## src/rtl/led_pwm_bank.sv

```systemverilog
// Bank of LED PWM channels sharing one prescaled phase counter.
// Duties are double-buffered and reach the comparators only at period wrap.
module led_pwm_bank #(
   parameter int CHANNELS   = 4,
   parameter int WIDTH      = 8,
   parameter int PRESCALE   = 100,
   parameter bit ACTIVE_LOW = 1'b0
) (
   input  logic                clk,
   input  logic                reset,
   input  logic                en,
   input  logic                we,
   input  logic [7:0]          addr,
   input  logic [WIDTH-1:0]    wdata,
   output logic [CHANNELS-1:0] led,
   output logic                period_done,
   output logic                err
);

   localparam int              PW   = (PRESCALE > 1) ? $clog2(PRESCALE) : 1;
   localparam logic [PW-1:0]   PMAX = PW'(PRESCALE - 1);
   localparam logic [7:0]      NCH  = 8'(CHANNELS);

   logic [PW-1:0]    pcnt;
   logic [WIDTH-1:0] phase;
   logic [WIDTH-1:0] pending [CHANNELS];
   logic [WIDTH-1:0] active  [CHANNELS];

   logic tick;
   logic wrap;
   logic load;
   logic bad_wr;

   assign tick   = (pcnt == PMAX);
   assign wrap   = en & tick & (&phase);
   // While disabled the active set tracks pending continuously.
   assign load   = wrap | ~en;
   assign bad_wr = we & (addr >= NCH);

   always_ff @(posedge clk) begin
      if (reset) begin
         pcnt        <= '0;
         phase       <= '0;
         period_done <= 1'b0;
         err         <= 1'b0;
         for (int i = 0; i < CHANNELS; i++) begin
            pending[i] <= '0;
            active[i]  <= '0;
            led[i]     <= ACTIVE_LOW;
         end
      end else begin
         period_done <= wrap;
         err         <= bad_wr;

         if (!en) begin
            pcnt  <= '0;
            phase <= '0;
         end else if (tick) begin
            pcnt  <= '0;
            phase <= phase + WIDTH'(1);
         end else begin
            pcnt  <= pcnt + PW'(1);
         end

         for (int i = 0; i < CHANNELS; i++) begin
            // A write landing on a wrap goes straight into the new period.
            if (we && addr == 8'(i)) begin
               pending[i] <= wdata;
               if (load)
                  active[i] <= wdata;
            end else if (load) begin
               active[i] <= pending[i];
            end

            if (en)
               led[i] <= (phase < active[i]) ^ ACTIVE_LOW;
            else
               led[i] <= ACTIVE_LOW;
         end
      end
   end

endmodule

```

## config.mk

```make
export PLATFORM = sky130hd
export DESIGN_NAME = led_pwm_bank
export DESIGN_NICKNAME = d
export VERILOG_FILES = /design/src/rtl/led_pwm_bank.sv
export SDC_FILE = /design/constraint.sdc
export NUM_CORES = 1
export LEC_CHECK = 0
export CORE_AREA = 2 2 96 98
export DETAILED_ROUTE_END_ITERATION = 12
export DIE_AREA = 0 0 98 100
export MAX_ROUTING_LAYER = met4
export PLACE_DENSITY = 0.68
export RECOVER_POWER = 50
export SLEW_MARGIN = 30
export SYNTH_ARGS = -nofsm -noshare
export SYNTH_HDL_FRONTEND = slang
export SYNTH_SLANG_ARGS = --single-unit
```

## constraint.sdc

```tcl
create_clock -name clk -period 4.82 [get_ports clk]
set_input_delay 1.446 -clock clk [delete_from_list [all_inputs] [get_ports clk]]
set_output_delay 1.446 -clock clk [all_outputs]
set_load 0.005 [all_outputs]
```

==> Word level (Yosys, flattened, before mapping) <==
Memory sizes are Yosys's and may differ from the RTL's.
Cells that the tools add are included.
Widths: inputs -> output; s select.
{ "classes": {"add_sub_neg": 2, "magnitude_cmp": 5, "n_eq_ne": 4, "mux": 51, "bitwise_logic": 17, "n_reduce_logical": 8} }
{ "ops": {"columns": ["cell", "n"], "rows": [
  ["$mux 8", 12],
  ["$mux 1", 39],
  ["$lt 8x8->1", 4],
  ["$eq 8x2->1 const B", 2],
  ["$or 1x1->1", 13],
  ["$add 8x1->8 const B", 1],
  ["$eq 8x1->1 const B", 1],
  ["$ge 8x3->1 const B", 1],
  ["$logic_not 8->1", 1],
  ["$reduce_and 8->1", 1],
  ["$add 7x1->7 const B", 1],
  ["$eq 7x7->1 const B", 1],
  ["$logic_and 1x1->1", 4],
  ["$and 1x1->1", 3],
  ["$reduce_or 3->1", 1],
  ["$reduce_or 2->1", 1],
  ["$not 1->1", 1]
]} }
{ "totals": {"reg_bits": 21, "mem_bits_rw": 64, "output_inout_bits": 6, "elab_cells": 94, "mem_count": 2} }
{ "memory_table": {"columns": ["name", "depth", "word_bits", "rd", "rd_ports_with_merged_regs", "write_ports", "line", "rtl"], "rows": [
  ["active", 4, 8, 4, 0, 4, "27", "logic [WIDTH-1:0] active [CHANNELS];"],
  ["pending", 4, 8, 4, 0, 4, "26", "logic [WIDTH-1:0] pending [CHANNELS];"]
]} }

==> Depth between registers and ports, before layout <==
{ "depth": {"word_depth": 10, "ltp_mapped": 7, "mapped_depth_nobuf": 6} }

==> Least setup slack after synthesis <==
Ideal clock, no wire load.
{ "synth_timing": {"path_kind": "input port to flip-flop", "startpoint": "input port addr[2]", "endpoint": "memory pending[0][0] (enable)", "setup_ns": 0.330, "arrival_time_ns": 2.491, "required_time_ns": 4.490, "slack_ns": 2.000, "path_stages": 4, "path_buffers": 1, "path_cell_list": "nor4_4 nand3_1 clkbuf_1 nand2_1"} }
{ "synth_lines": {"columns": ["item", "line", "rtl"], "rows": [
  ["start, declared", "13", "input logic [7:0] addr,"],
  ["end, declared", "26", null]
]} }

==> flow_summary.json <==
{
  "status": "complete, but fails checks",
  "violations": "capacitance limit, slew limit",
  "tightestPinTransition_ns": 1.565,
  "r2r_end": "active[1][7]",
  "worstHoldPathType": "flop to flop",
  "yosysUniqueCellTypes": 42,
  "dp_hpwl_um": 5555,
  "yosys.area.top_type": "edfxtp_1",
  "skew_ns": 0.01076,
  "synth-compound-area-share_pct": 7.960,
  "worstSetupPathType": "input pin to flop",
  "cap_violations": 1,
  "antenna_left": 0,
  "cts_resized": 0,
  "wl_per_cell_um": 15.28,
  "clkTransAtPathRegs_ns": 0.08,
  "cts_setup_buffers": 0,
  "fp-row-count": 35,
  "syn_to_final_growth_pct": 11.42,
  "drcViolationCount": 0,
  "grt-ovfl-total": 0,
  "arrival_ns": 3.55,
  "clkSinkCount": 85,
  "finalCritPeriodShare_pct": 74.64,
  "reg2reg_depth": 6,
  "synthFlopType": "edfxtp_1",
  "setup-tns-final_ns": 0,
  "hold_viol": 0,
  "cts_buffers": 9,
  "tritoncts": "done",
  "insertedDiodeCount": 0,
  "post_synth_fa_ha_maj_area_fraction_pct": 8.716,
  "crit_end": "active[1][7]",
  "first_pass_iters": 4,
  "setup_viol": 0,
  "dp_slack_ns": 1.034,
  "gp_congestion": 0.7658,
  "p_leak_nw": 2.113,
  "worst_slack_ns": 1.223,
  "min_period_ns": 3.598,
  "cts_root_buffer": "clkbuf_8",
  "synthXorXnorAreaFrac_pct": 1.830,
  "fin_util_pct": 53.98,
  "antenna_found_initial": 0,
  "synth_area_leaders": "edfxtp_1 45%, dfxtp_1 9.8%, ha_1 8.7%, mux2i_1 5.6%, nor2_1 4.2%",
  "syn_inst": 366,
  "maxSlewHeadroom_pct": -4.335,
  "dieWidth_um": 98,
  "num_vias": 2661,
  "synth_top_area_share_pct": 44.63,
  "synth.avg_cell_area_sq_um": 11.77,
  "viasPerCell": 5.228,
  "synth-seq-cells": 85,
  "grt_pass1_vias": 2588,
  "yosysSeqAreaShare_pct": 54.39,
  "grt_util_all_layers_pct": 17.53,
  "synth_edf_count": 64,
  "path_max_fanout": 32,
  "core_area_sq_um": 8890,
  "async_flop_share_pct": 0,
  "layout.nets": 444,
  "synth.area.mux_share_pct": 5.578,
  "die_height_um": 100,
  "drt-initial-drc-count": 107,
  "netlist_area_sq_um": 4307,
  "start_util_pct": 48.44,
  "grt_pass1_wl_um": 12890,
  "insertion_delay_ns": 0.35,
  "synth_top_family_by_area": "simple AND/OR/NAND/NOR gates",
  "yosys.area_share.simple_pct": 17.11,
  "io_buffers": 25,
  "grt_max_degree": 33,
  "worstSetupStartpoint": "reset",
  "regToRegSetupSlack_ns": 1.73,
  "final.fill_count": 794,
  "routed_wl_um": 7778,
  "dieArea_sq_um": 9800,
  "drive_gt1_share_pct": 6.784,
  "crit_path_start_kind": "input pin",
  "cts_max_level": 3,
  "cts_max_path_buffers": 2,
  "pin_count": 26,
  "hold_buffers": 0,
  "endpoint_kind": "flop",
  "power.density_nw_per_um2": 297.5,
  "finalMaxSlewViolations": 33,
  "yosys_warnings": 0,
  "max_freq_mhz": 278.0,
  "irDropWorstVdd_v": 0.0001527,
  "synth_nets": 416,
  "rsz0062_at_grt": "false",
  "critical_path_required_ns": 4.77,
  "rr_startpoint": "pcnt[0]"
}
-- critical path: stages --
cell and delay [ns]:
dlygate4sd3_1 0.68, nor2b_1 0.17, nand2_1 0.10, clkbuf_1 1.13
-- cell usage after synthesis (all sizes together), types with 5 or more instances --
master / number
a211oi: 8
a21o: 12
a22oi: 8
and2: 33
and3: 6
and4: 7
buf: 7
dfxtp: 21
edfxtp: 64
ha: 30
inv: 30
mux2i: 24
nand2: 16
nand3: 7
nor2: 49
o21ai: 5
xor2: 5
-- layout by cell type (no fill, tap or decap), drive strengths merged, types with 6 or more instances in the layout --
cell           instances
edfxtp                64
nor2                  49
and2                  33
inv                   30
ha                    30
mux2i                 24
dfxtp                 21
clkdlybuf4s50         17
nand2                 16
a21o                  12
clkbuf                11
a22oi                  8
a211oi                 8
dlygate4sd3            8
and4                   7
nand3                  7
and3                   6
-- state kept, by name (all words and copies together) (netlist names) --
| signal | cells |
|---|---|
| led | 4 |
| err | 1 |
| phase | 8 |
| pcnt | 7 |
| period_done | 1 |
| active | 32 |
| pending | 32 |
-- how the worst min path moves through the flow --
stage | startpoint | to | slack (ns) | cells past startpoint
finish | pcnt[0] | pcnt[0] | 0.45 | 1
global route | pcnt[0] | pcnt[0] | 0.48 | 1
CTS | pcnt[0] | pcnt[0] | 0.45 | 1
detailed placement | pcnt[0] | pcnt[0] | 0.43 | 1
global placement | pcnt[0] | pcnt[0] | 0.43 | 1
floorplan | pcnt[0] | pcnt[0] | 0.42 | 1
-- power by group --
part	switching, mW	internal (mW)
sequential	0.0107	0.826
clock	0.246	0.234
combinational	0.0630	0.0471
-- cell families after synthesis --
family          after synthesis
simple gates                135
flops                        85
compound gates               44
buf+inv                      39
fa+ha+maj                    30
mux                          24
xor+xnor                      9
-- layer usage --
| layer | GRT usage (%) | share of wire [%] | up-vias |
|---|---|---|---|
| met2 | 28.35 | 47 | 56 |
| met4 | 7.265 | 1.9 | 0 |
| met5 | - | 0 | - |
| met1 | 22.37 | 47 | 1232 |
| li1 | - | - | 1363 |
| met3 | 2.507 | 3.7 | 10 |
-- stage by stage --
step	power, mW	area, sq um	cells	hold WS (ns)
CTS	1.437	4806	509	0.4541
floorplan	0.9145	4307	366	0.4175
detailed placement	0.9660	4626	494	0.4344
global route	1.483	4798	509	0.4793
finish	1.428	4798	509	0.4526
global placement	0.9634	4626	494	0.4282
-- final cells by class --
| class | count | area [sq um] | share of cell area, % |
|---|---|---|---|
| well taps | 111 | 138.9 | 2.894 |
| flip-flops and latches | 85 | 2342 | 48.81 |
| clock inverters | 5 | 52.55 | 1.095 |
| inverters | 30 | 112.6 | 2.347 |
| clock buffers | 10 | 127.6 | 2.660 |
| repair buffers | 26 | 254.0 | 5.293 |
| multi-input cells | 242 | 1770 | 36.90 |
(Power assumes the default switching activity.)
